<file path="src/rtl/ex_mem_pkg.sv">
// ---------------------------------------------------------------------------
// ex_mem_pkg
// Shared definitions for the EX/MEM pipeline register slice.
//   - default widths for the data path and the register write index
//   - state encoding for the two-entry elastic buffer
//   - helper to size the packed payload carried through the buffer
// No ports: imported by pipe_skid_buf, ex_mem_stage_if and ex_mem_stage.
// ---------------------------------------------------------------------------
package ex_mem_pkg;

  localparam int DEF_DATA_W = 16;
  localparam int DEF_IDX_W  = 4;

  // RegWrite, MemtoReg, MemWrite, MemRead
  localparam int CTRL_W = 4;

  // EMPTY: nothing held, ONE: main valid, FULL: main and skid valid
  typedef enum logic [1:0] {
    EMPTY = 2'd0,
    ONE   = 2'd1,
    FULL  = 2'd2
  } buf_state_t;

  // Width of the packed control + result + store data + index payload
  function automatic int payload_width(input int data_w, input int idx_w);
    return CTRL_W + 2 * data_w + idx_w;
  endfunction

endpackage

</file>
<file path="src/rtl/ex_mem_stage_if.sv">
// ---------------------------------------------------------------------------
// ex_mem_stage_if
// Valid/ready payload bus used on both sides of the EX/MEM stage.
//   valid           producer -> consumer, payload below is meaningful
//   ready           consumer -> producer, consumer accepts this cycle
//   reg_write       register file write enable
//   mem_to_reg      write-back selects memory data
//   mem_write       store enable
//   mem_read        load enable
//   result          ALU result / memory address   (DATA_W)
//   data_in         store data                    (DATA_W)
//   reg_write_index destination register          (IDX_W)
// Modports: master drives the payload, slave drives ready.
// ---------------------------------------------------------------------------
interface ex_mem_stage_if
  import ex_mem_pkg::*;
#(
  parameter int DATA_W = DEF_DATA_W,
  parameter int IDX_W  = DEF_IDX_W
);

  logic              valid;
  logic              ready;
  logic              reg_write;
  logic              mem_to_reg;
  logic              mem_write;
  logic              mem_read;
  logic [DATA_W-1:0] result;
  logic [DATA_W-1:0] data_in;
  logic [IDX_W-1:0]  reg_write_index;

  modport master (
    output valid,
    output reg_write,
    output mem_to_reg,
    output mem_write,
    output mem_read,
    output result,
    output data_in,
    output reg_write_index,
    input  ready
  );

  modport slave (
    input  valid,
    input  reg_write,
    input  mem_to_reg,
    input  mem_write,
    input  mem_read,
    input  result,
    input  data_in,
    input  reg_write_index,
    output ready
  );

endinterface

</file>
<file path="src/rtl/pipe_skid_buf.sv">
// ---------------------------------------------------------------------------
// pipe_skid_buf
// Generic two-entry elastic buffer (main + skid register) with a registered
// ready so the upstream ready never depends combinationally on the
// downstream ready. Full throughput of one payload per cycle while the
// consumer keeps accepting.
// Ports:
//   clk, rst_n          clock, asynchronous active-low reset
//   flush               drop everything held and any payload offered now
//   in_valid / in_ready upstream handshake, in_data payload (WIDTH)
//   out_valid/out_ready downstream handshake, out_data payload (WIDTH),
//                       out_data always comes straight from the main register
// ---------------------------------------------------------------------------
module pipe_skid_buf
  import ex_mem_pkg::*;
#(
  parameter int WIDTH = 8
) (
  input  logic             clk,
  input  logic             rst_n,
  input  logic             flush,
  input  logic             in_valid,
  output logic             in_ready,
  input  logic [WIDTH-1:0] in_data,
  output logic             out_valid,
  input  logic             out_ready,
  output logic [WIDTH-1:0] out_data
);

  buf_state_t       state;
  buf_state_t       next_state;
  logic             ready_q;
  logic [WIDTH-1:0] main_q;
  logic [WIDTH-1:0] skid_q;

  logic             in_xfer;
  logic             out_xfer;
  logic             load_main_in;
  logic             load_main_skid;
  logic             load_skid;

  // Handshakes. The out side is derived from the state directly rather than
  // from out_valid to keep the output process free of feedback.
  assign in_xfer  = in_valid & ready_q;
  assign out_xfer = (state != EMPTY) & out_ready;

  assign in_ready = ready_q;
  assign out_data = main_q;

  // State register. Ready is recomputed from the next state so it is a flop
  // output; it stays low during reset and rises on the first edge after.
  always_ff @(posedge clk or negedge rst_n) begin
    if (!rst_n) begin
      state   <= EMPTY;
      ready_q <= 1'b0;
    end else begin
      state   <= next_state;
      ready_q <= (next_state != FULL);
    end
  end

  // Next-state logic. Flush overrides every transfer in the same cycle.
  always_comb begin
    next_state = state;
    if (flush) begin
      next_state = EMPTY;
    end else begin
      case (state)
        EMPTY: begin
          if (in_xfer) next_state = ONE;
        end
        ONE: begin
          if (in_xfer && !out_xfer)      next_state = FULL;
          else if (!in_xfer && out_xfer) next_state = EMPTY;
        end
        FULL: begin
          if (out_xfer) next_state = ONE;
        end
        default: next_state = EMPTY;
      endcase
    end
  end

  // Output logic: downstream valid and the register load strobes.
  // In FULL ready_q is low, so no in-transfer can coincide with a skid move.
  always_comb begin
    out_valid      = 1'b0;
    load_main_in   = 1'b0;
    load_main_skid = 1'b0;
    load_skid      = 1'b0;
    case (state)
      EMPTY: begin
        load_main_in = in_xfer;
      end
      ONE: begin
        out_valid    = 1'b1;
        load_main_in = in_xfer & out_xfer;
        load_skid    = in_xfer & ~out_xfer;
      end
      FULL: begin
        out_valid      = 1'b1;
        load_main_skid = out_xfer;
      end
      default: begin
        out_valid = 1'b0;
      end
    endcase
    if (flush) begin
      load_main_in   = 1'b0;
      load_main_skid = 1'b0;
      load_skid      = 1'b0;
    end
  end

  // Payload storage. Registers keep their contents when not loaded so the
  // outputs stay stable while the consumer stalls.
  always_ff @(posedge clk or negedge rst_n) begin
    if (!rst_n) begin
      main_q <= '0;
      skid_q <= '0;
    end else begin
      if (load_main_in) begin
        main_q <= in_data;
      end else if (load_main_skid) begin
        main_q <= skid_q;
      end
      if (load_skid) begin
        skid_q <= in_data;
      end
    end
  end

endmodule

</file>
<file path="src/rtl/ex_mem_stage.sv">
// ---------------------------------------------------------------------------
// ex_mem_stage
// EX/MEM pipeline register built on a two-entry elastic buffer.
// Ports:
//   clk, rst_n   clock, asynchronous active-low reset
//   flush        kill everything held in the stage (branch / exception)
//   ex_side      slave side of the EX payload bus (valid1/ready1 + fields)
//   mem_side     master side of the MEM payload bus (valid2/ready2 + fields)
//   fwd_valid    EX-forwarding tap: main holds a register-writing non-load
//   fwd_index    destination register of the main entry
//   fwd_data     ALU result of the main entry
// Side-effect controls toward MEM are forced to 0 whenever the stage is
// empty; data fields show whatever main holds (zero after reset).
// ---------------------------------------------------------------------------
module ex_mem_stage
  import ex_mem_pkg::*;
#(
  parameter int DATA_W = DEF_DATA_W,
  parameter int IDX_W  = DEF_IDX_W
) (
  input  logic              clk,
  input  logic              rst_n,
  input  logic              flush,
  ex_mem_stage_if.slave     ex_side,
  ex_mem_stage_if.master    mem_side,
  output logic              fwd_valid,
  output logic [IDX_W-1:0]  fwd_index,
  output logic [DATA_W-1:0] fwd_data
);

  localparam int PAY_W = payload_width(DATA_W, IDX_W);

  logic [PAY_W-1:0]  in_payload;
  logic [PAY_W-1:0]  out_payload;
  logic              out_valid;

  logic              raw_reg_write;
  logic              raw_mem_to_reg;
  logic              raw_mem_write;
  logic              raw_mem_read;
  logic [DATA_W-1:0] raw_result;
  logic [DATA_W-1:0] raw_data_in;
  logic [IDX_W-1:0]  raw_index;

  // Field order is fixed here and in the unpack below; nothing else cares.
  assign in_payload = {ex_side.reg_write,
                       ex_side.mem_to_reg,
                       ex_side.mem_write,
                       ex_side.mem_read,
                       ex_side.result,
                       ex_side.data_in,
                       ex_side.reg_write_index};

  pipe_skid_buf #(
    .WIDTH (PAY_W)
  ) u_buf (
    .clk       (clk),
    .rst_n     (rst_n),
    .flush     (flush),
    .in_valid  (ex_side.valid),
    .in_ready  (ex_side.ready),
    .in_data   (in_payload),
    .out_valid (out_valid),
    .out_ready (mem_side.ready),
    .out_data  (out_payload)
  );

  assign {raw_reg_write,
          raw_mem_to_reg,
          raw_mem_write,
          raw_mem_read,
          raw_result,
          raw_data_in,
          raw_index} = out_payload;

  // Controls that cause architectural side effects are gated by valid so a
  // stale main entry can never write the register file or memory.
  assign mem_side.valid           = out_valid;
  assign mem_side.reg_write       = raw_reg_write & out_valid;
  assign mem_side.mem_to_reg      = raw_mem_to_reg;
  assign mem_side.mem_write       = raw_mem_write & out_valid;
  assign mem_side.mem_read        = raw_mem_read & out_valid;
  assign mem_side.result          = raw_result;
  assign mem_side.data_in         = raw_data_in;
  assign mem_side.reg_write_index = raw_index;

  // Loads are excluded: their value is not known until MEM returns it.
  assign fwd_valid = out_valid & raw_reg_write & ~raw_mem_read;
  assign fwd_index = raw_index;
  assign fwd_data  = raw_result;

endmodule

</file>
<file path="src/flat_wrapper.sv">
// flat-port wrapper written by rule: the top's interface ports become plain ports
module ex_mem_stage_flat import ex_mem_pkg::*;
#(
  parameter int DATA_W = DEF_DATA_W,
  parameter int IDX_W  = DEF_IDX_W
)
  (clk, rst_n, flush, fwd_valid, fwd_index, fwd_data, ex_side_valid, ex_side_reg_write, ex_side_mem_to_reg, ex_side_mem_write, ex_side_mem_read, ex_side_result, ex_side_data_in, ex_side_reg_write_index, ex_side_ready, mem_side_valid, mem_side_reg_write, mem_side_mem_to_reg, mem_side_mem_write, mem_side_mem_read, mem_side_result, mem_side_data_in, mem_side_reg_write_index, mem_side_ready);
  ex_mem_stage_if #(.DATA_W(DATA_W), .IDX_W(IDX_W)) ex_side_i ();
  ex_mem_stage_if #(.DATA_W(DATA_W), .IDX_W(IDX_W)) mem_side_i ();
  input  logic clk;
  input  logic rst_n;
  input  logic flush;
  output logic fwd_valid;
  output logic [IDX_W-1:0] fwd_index;
  output logic [DATA_W-1:0] fwd_data;
  input wire logic [$bits(ex_side_i.valid)-1:0] ex_side_valid;
  input wire logic [$bits(ex_side_i.reg_write)-1:0] ex_side_reg_write;
  input wire logic [$bits(ex_side_i.mem_to_reg)-1:0] ex_side_mem_to_reg;
  input wire logic [$bits(ex_side_i.mem_write)-1:0] ex_side_mem_write;
  input wire logic [$bits(ex_side_i.mem_read)-1:0] ex_side_mem_read;
  input wire logic [$bits(ex_side_i.result)-1:0] ex_side_result;
  input wire logic [$bits(ex_side_i.data_in)-1:0] ex_side_data_in;
  input wire logic [$bits(ex_side_i.reg_write_index)-1:0] ex_side_reg_write_index;
  output wire logic [$bits(ex_side_i.ready)-1:0] ex_side_ready;
  output wire logic [$bits(mem_side_i.valid)-1:0] mem_side_valid;
  output wire logic [$bits(mem_side_i.reg_write)-1:0] mem_side_reg_write;
  output wire logic [$bits(mem_side_i.mem_to_reg)-1:0] mem_side_mem_to_reg;
  output wire logic [$bits(mem_side_i.mem_write)-1:0] mem_side_mem_write;
  output wire logic [$bits(mem_side_i.mem_read)-1:0] mem_side_mem_read;
  output wire logic [$bits(mem_side_i.result)-1:0] mem_side_result;
  output wire logic [$bits(mem_side_i.data_in)-1:0] mem_side_data_in;
  output wire logic [$bits(mem_side_i.reg_write_index)-1:0] mem_side_reg_write_index;
  input wire logic [$bits(mem_side_i.ready)-1:0] mem_side_ready;
  assign ex_side_i.valid = ex_side_valid;
  assign ex_side_i.reg_write = ex_side_reg_write;
  assign ex_side_i.mem_to_reg = ex_side_mem_to_reg;
  assign ex_side_i.mem_write = ex_side_mem_write;
  assign ex_side_i.mem_read = ex_side_mem_read;
  assign ex_side_i.result = ex_side_result;
  assign ex_side_i.data_in = ex_side_data_in;
  assign ex_side_i.reg_write_index = ex_side_reg_write_index;
  assign ex_side_ready = ex_side_i.ready;
  assign mem_side_valid = mem_side_i.valid;
  assign mem_side_reg_write = mem_side_i.reg_write;
  assign mem_side_mem_to_reg = mem_side_i.mem_to_reg;
  assign mem_side_mem_write = mem_side_i.mem_write;
  assign mem_side_mem_read = mem_side_i.mem_read;
  assign mem_side_result = mem_side_i.result;
  assign mem_side_data_in = mem_side_i.data_in;
  assign mem_side_reg_write_index = mem_side_i.reg_write_index;
  assign mem_side_i.ready = mem_side_ready;
  ex_mem_stage #(.DATA_W(DATA_W), .IDX_W(IDX_W)) u_core (.clk(clk), .rst_n(rst_n), .flush(flush), .ex_side(ex_side_i), .mem_side(mem_side_i), .fwd_valid(fwd_valid), .fwd_index(fwd_index), .fwd_data(fwd_data));
endmodule
</file>
<file path="config.mk">
export PLATFORM = sky130hd
export DESIGN_NAME = ex_mem_stage_flat
export DESIGN_NICKNAME = d
export VERILOG_FILES = /design/src/rtl/ex_mem_pkg.sv /design/src/rtl/ex_mem_stage_if.sv /design/src/rtl/pipe_skid_buf.sv /design/src/rtl/ex_mem_stage.sv /design/src/flat_wrapper.sv
export SDC_FILE = /design/constraint.sdc
export NUM_CORES = 1
export LEC_CHECK = 0
export ABC_AREA = 1
export ABC_CLOCK_PERIOD_IN_PS = 1900
export BUFFER_PORTS_ARGS = -buffer_cell sky130_fd_sc_hd__buf_2
export CAP_MARGIN = 25
export CORE_MARGIN = 2
export CORE_UTILIZATION = 30
export CTS_BUF_LIST = sky130_fd_sc_hd__clkbuf_16
export CTS_CLUSTER_SIZE = 12
export DETAILED_ROUTE_END_ITERATION = 7
export PLACE_DENSITY = 0.58
export SYNTH_ARGS = -nofsm -noshare
export SYNTH_HDL_FRONTEND = slang
export SYNTH_SLANG_ARGS = --single-unit
</file>
<file path="constraint.sdc">
create_clock -name clk -period 1.9 [get_ports clk]
set_input_delay 0.19 -clock clk [delete_from_list [all_inputs] [get_ports clk]]
set_output_delay 0.19 -clock clk [all_outputs]
set_load 0.1 [all_outputs]
</file>
**Word-level counts from Yosys, hierarchy flattened**

Cells that the tools add are included.

- Word-level logic and storage cells: 40
- Output and inout port bits: 63
- Flip-flop bits (word level): 83

- Reductions and logical operators: 8
- Bitwise operators: 10
- Muxes and demuxes: 15
- Eq/ne operators: 3

Operator list:

| operator | count |
|---|---|
| 40-bit two-way mux | 2 |
| 2-bit two-way mux | 5 |
| 1-bit bitwise AND | 8 |
| 1-bit two-way mux | 6 |
| 2-bit one-hot mux with 3 select lines | 1 |
| 2-bit nonzero test | 2 |
| 2-bit by 1-bit equality test with 1-bit output, second input constant | 1 |
| 2-bit equality test, second input constant | 1 |
| 1-bit logical AND | 2 |
| 1-bit logical NOT | 2 |
| 2-bit logical NOT | 1 |
| 2-bit inequality test, second input constant | 1 |
| 1-bit inverter | 2 |
| 1-bit one-hot mux with 2 select lines | 1 |
| 2-bit OR reduction | 1 |

**Longest topological paths before layout**

- Word-level depth: 8
- Depth in mapped cells: 10
- Mapped depth without buffers: 9

**Hierarchy**

Synthesis repeated with hierarchy kept, for this count alone.

- Cells, all modules: 455
- Area, all modules: 3803.6 um^2

Modules (own cells, without submodules):

| module | seq. area each (um^2) | times used | cells each | area each (um^2) |
|---|---|---|---|---|
| pipe_skid_buf | 2077.0 | 1 | 428 | 3622.2 |
| ex_mem_stage | 0.0 | 1 | 27 | 181.4 |

**Least setup slack after synthesis**

No wires, ideal clock.

- Kind: register to output
- Start: reg u_core.u_buf.state[0]
- End: out fwd_valid
- Data arrival time: 2.787 ns
- Path slack: -1.077 ns
- Cell stages (with the launch flop): 5
- Buffers on the path: 0
- Data required time: 1.710 ns
- Cells stage by stage: dfrtp_1 > inv_1 > ha_1 > nand2_1 > nor2_1

- Word-level cells in the longest chain between the ends: 5
- Elaborated cells on any way between the ends: 6

Ends and longest elaborated chain:

| item | line | RTL |
|---|---|---|
| from (decl) | pipe_skid_buf.sv:30 | `buf_state_t state;` |
| from (signal assigned) | pipe_skid_buf.sv:57 | `state <= next_state;` |
| 2-bit by 1-bit equality test with 1-bit output or 2-bit equality test (tied branches) | pipe_skid_buf.sv:91 | `case (state)` |
| 2-bit OR reduction (no source line) (*) | n/a |  |
| 1-bit two-way mux (*) | pipe_skid_buf.sv:91 |  |
| net mem_side_valid | flat_wrapper.sv:25 | `output wire logic [$bits(mem_side_i.valid)-1:0] mem_side_valid;` |
| 1-bit bitwise AND (*) (2 in series) | ex_mem_stage.sv:88 | `assign fwd_valid = out_valid & raw_reg_write & ~raw_mem_read;` |
| to (decl) | flat_wrapper.sv:13 | `output logic fwd_valid;` |

Mark *: on every way through the listed nets, which the timed path passes. The rest lies on a longest branch.

**Final worst setup path**

- Start: reg u_core.u_buf.state[0]
- End: out mem_side_reg_write

- Word-level cells in the longest chain between the ends: 4
- Elaborated cells on any way between the ends: 5

Ends and longest elaborated chain:

| item | line | RTL |
|---|---|---|
| 2-bit by 1-bit equality test with 1-bit output or 2-bit equality test (tied branches) | pipe_skid_buf.sv:91 |  |
| 2-bit OR reduction (no source line) (*) | n/a |  |
| 1-bit two-way mux (*) | pipe_skid_buf.sv:91 |  |
| 1-bit bitwise AND (*) | ex_mem_stage.sv:79 | `assign mem_side.reg_write = raw_reg_write & out_valid;` |
| to (decl) | flat_wrapper.sv:26 | `output wire logic [$bits(mem_side_i.reg_write)-1:0] mem_side_reg_write;` |

Mark *: on every way between the ends. The rest lies on a longest branch, timed or not.

==> out/results.tsv <==
stage	metric	value	unit
floorplan	io_pins	108	
worst_setup_path	critPathBufInv	3	
worst_setup_path	path_depth	5	
sta	tns	0	ns
sta	worstMarginPinSlew	0.6005	ns
logic_synthesis	avgSynthCellArea	8.282	sq um
sta	layout_min_cycle_time	1.759	ns
final_layout	syn2layout_area_growth	16.83	%
floorplan	dieWidth	120.4	microns
logic_synthesis	netlist_instances	491	
global_route	grt_pass1_vias	3078	
logic_synthesis	synthAdderAreaFrac	1.231	%
floorplan	core	0.01324	sq mm
final_layout	nets	593	
logic_synthesis	synth_compound_area_share	15.14	%
pwr	switching_share	53.79	%
clock_tree	clkTransAtPathRegs	0.06	ns
global_route	grt_start_max_net_pins	49	
floorplan	initial_utilization	30.71	%
logic_synthesis	synth_top_family_by_area	buffers and inverters	
global_route	grt_pass1_wl	14660	microns
detailed_routing	routed-wl-met2	4097	microns
placed_design	portBuffers	107	
final_layout	antenna_cells	0	
clock_tree	cts.sinks	83	
global_route	overflow	0	
global_route	antenna_found_initial	0	
placed_design	postPlaceCellArea	0.004443	sq mm
pwr	power_density	1914	mW/mm^2
job	max-cap-violations	0	
logic_synthesis	ys_warn_count	0	
worst_setup_path	critical_path.top_delay_family	buffers and inverters	
worst_setup_path	reg2reg_slack	0.20	ns
pwr	pwr-share-comb	50.6	%
detailed_routing	ant_nets	0	
clock_tree	clkLatencyLatePin	0.34	ns
detailed_routing	drt_pass1_iterations	4	
worst_setup_path	crit_end	mem_side_reg_write	
pwr	p_leak	2.439	nW
status	status	completed	
detailed_routing	top_layer_used	met4	
worst_setup_path	start_kind	flop	
clock_tree	cts_buffers	9	
detailed_routing	drt_iter0_markers	204	
floorplan	rows	42	
pwr	ir_drop	0.8288	mV
worst_setup_path	cp.arrival	1.57	ns
detailed_routing	drc	0	
logic_synthesis	muxShareOfSynthArea	0	%
sta	grt_setup_unrepaired	no	
sta	finalCritPeriodShare	92.58	%
worst_setup_path	reg2reg_depth	9	
clock_tree	htree_num_levels	3	
pwr	clkPwrFrac	18.5	%
final_layout	stdcell_area	0.004751	sq mm
global_route	grt_use_total	12.65	%
sta	max_freq	0.5685	GHz
pwr	switchingPower	0.004892	W
detailed_routing	vias	3112	
floorplan	die_y	120.4	microns
logic_synthesis	synthSimpleGateAreaFrac	14.15	%
logic_synthesis	synth_xor_area_share	0	%
worst_setup_path	endpoint_kind	primary output	
logic_synthesis	synth_area	0.004066	sq mm
detailed_routing	dr_wl_met3	596	microns
floorplan	die_area	0.01450	sq mm
sta	slew_viol_final	0	
clock_tree	clockRootBuffer	clkbuf_16	
detailed_routing	vias_per_cell	4.292	
worst_setup_path	worstPathRequired	1.71	ns
worst_hold_path	hp-start	ex_side_data_in[6]	
pwr	seqPwrFrac	30.9	%
detailed_routing	post_drt_wl_per_cell	11.83	microns
sta	hold_viol	0	
logic_synthesis	ys_ff_latch	83	
logic_synthesis	synth_fp_nets	540	
placed_design	gp_congestion	0.7559	
logic_synthesis	ys_types	18	
worst_setup_path	reg2reg_to	u_core.u_buf.out_data[16]$_DFFE_PN0P_	
sta	relSlewSlack	59.97	%
detailed_routing	wl_met1	3800	microns
worst_hold_path	hold_class	input pin to flop	
clock_tree	cts_max_path_buffers	2	
worst_setup_path	crit_path_top_delay_cell	dfrtp_1	
logic_synthesis	ys_seq_area_share	51.08	%
worst_setup_path	cpPeakStageDelay	0.40	ns
detailed_routing	routed_wl	8577	microns
worst_setup_path	r2r_start	u_core.u_buf.state[1]$_DFF_PN0_	
final_layout	drive_above_1_share	26.59	%
worst_setup_path	worstSetupStartpoint	u_core.u_buf.state[0]$_DFF_PN0_	
worst_setup_path	critPathMaxFanout	4	
pwr	power.internal	0.004202	W
placed_design	dp_hpwl	6053	microns
sta	setup_viol	0	
clock_tree	cts_tree	yes	
sta	finClkSkew	0.003483	ns
worst_setup_path	crit_chain	inv_1 -> ha_4 -> nand2_1 -> clkinvlp_4 -> buf_12	
worst_setup_path	critPathKind	flop to primary output	
## cell usage after synthesis, drive strengths merged
master	count	area share, %
nor2	43	4.0
a21oi	40	4.9
buf	73	13
ha	4	1.2
inv	54	5.0
clkbuf	7	0.65
o21ai	83	10
dfrtp	83	51
nand2	98	9.1
nand4	1	0.15
nand3	5	0.86
## sequential cells by signal, indices dropped and copies added (netlist names)
register	cells
u_core.u_buf.out_data	40
u_core.u_buf.in_ready	1
u_core.u_buf.state	2
u_core.u_buf.skid_q	40
## what timing repair did
action	in CTS	in global routing
hold buffers	1	0
setup endpoints to repair	0	3
gates resized for setup	0	2
hold endpoints to repair	83	0
buffers inserted	0	1
## metrics by stage
stage          instances  setup WS (ns)  hold slack [ns]  utilization (%)  total power, W
2_1_floorplan        491       0.008433          -0.1056                -        0.007269
3_5_place_dp         707         0.1950           0.2799            33.55        0.007465
5_1_grt              725        0.02831          0.08050            35.87        0.009592
3_3_place_gp         707         0.2397           0.2723            33.55        0.007398
4_1_cts              724        0.01855          0.07743            35.78        0.009193
6_report             725         0.1410          0.09493            35.87        0.009094
## worst reg2reg max path, stage by stage, from the launching register on
cell and delay [ns]:
dfrtp_1 0.41, inv_1 0.13, ha_1 0.20, nand2_1 0.06, nand2_1 0.07, nand3_2 0.11
inv_2 0.09, buf_4 0.28, nand2_1 0.11, a21oi_1 0.16
## worst min path at each step
stage | to | slack, ns | cells after the start
finish | u_core.u_buf.skid_q[10]$_DFFE_PN0P_ | 0.09 | 3
global route | u_core.u_buf.skid_q[22]$_DFFE_PN0P_ | 0.08 | 3
CTS | u_core.u_buf.skid_q[10]$_DFFE_PN0P_ | 0.08 | 3
detailed placement | u_core.u_buf.out_data[2]$_DFFE_PN0P_ | 0.28 | 2
global placement | u_core.u_buf.out_data[0]$_DFFE_PN0P_ | 0.27 | 2
floorplan | u_core.u_buf.in_ready$_DFF_PN0_ | -0.11 | 0
## logic make-up after synthesis
kind of cell | count (synthesis)
flip-flops | 83
AO/OA/AOI/OAI | 123
buffers and inverters | 134
AND/OR/NAND/NOR | 147
adder cells (fa/ha/maj) | 4
## cell usage in the layout, fill, tap and decap left out, types with 3 or more instances in the layout
cell / synthesis / routed
a21oi_1: 40 / 40
inv_1: 51 / 51
o21ai_1: 42 / 42
buf_4: 62 / 15
o21ai_0: 41 / 41
clkbuf_16: 0 / 9
nor2_1: 42 / 41
ha_1: 4 / 3
nand2_1: 97 / 97
dfrtp_1: 83 / 83
clkinv_2: 0 / 3
buf_2: 10 / 102
inv_2: 3 / 3
## power groups by stage
stage | clock (W) | combinational [W] | sequential, W
global placement | 0 | 0.00457 | 0.00283
CTS | 0.00174 | 0.00462 | 0.00283
floorplan | 0 | 0.00445 | 0.00282
detailed placement | 0 | 0.00461 | 0.00285
global route | 0.00184 | 0.00484 | 0.00291
finish | 0.00168 | 0.00460 | 0.00281
## cell type report
cell class                 instances  area, sq um
clock buffer                       9        225.2
clock inverter                     7        60.06
fill                            1424         8492
inverter                          54        206.4
multi-input combinational        274         1274
sequential                        83         2077
tap                              176        220.2
timing repair buffer             122        688.2
## per-layer routing
layer,GRT usage [%],vias up
met3,4.811,6
li1,-,1591
met4,3.270,0
met5,0,-
met1,15.82,1421
met2,20.55,94
Power figures use the tool's default switching activity.
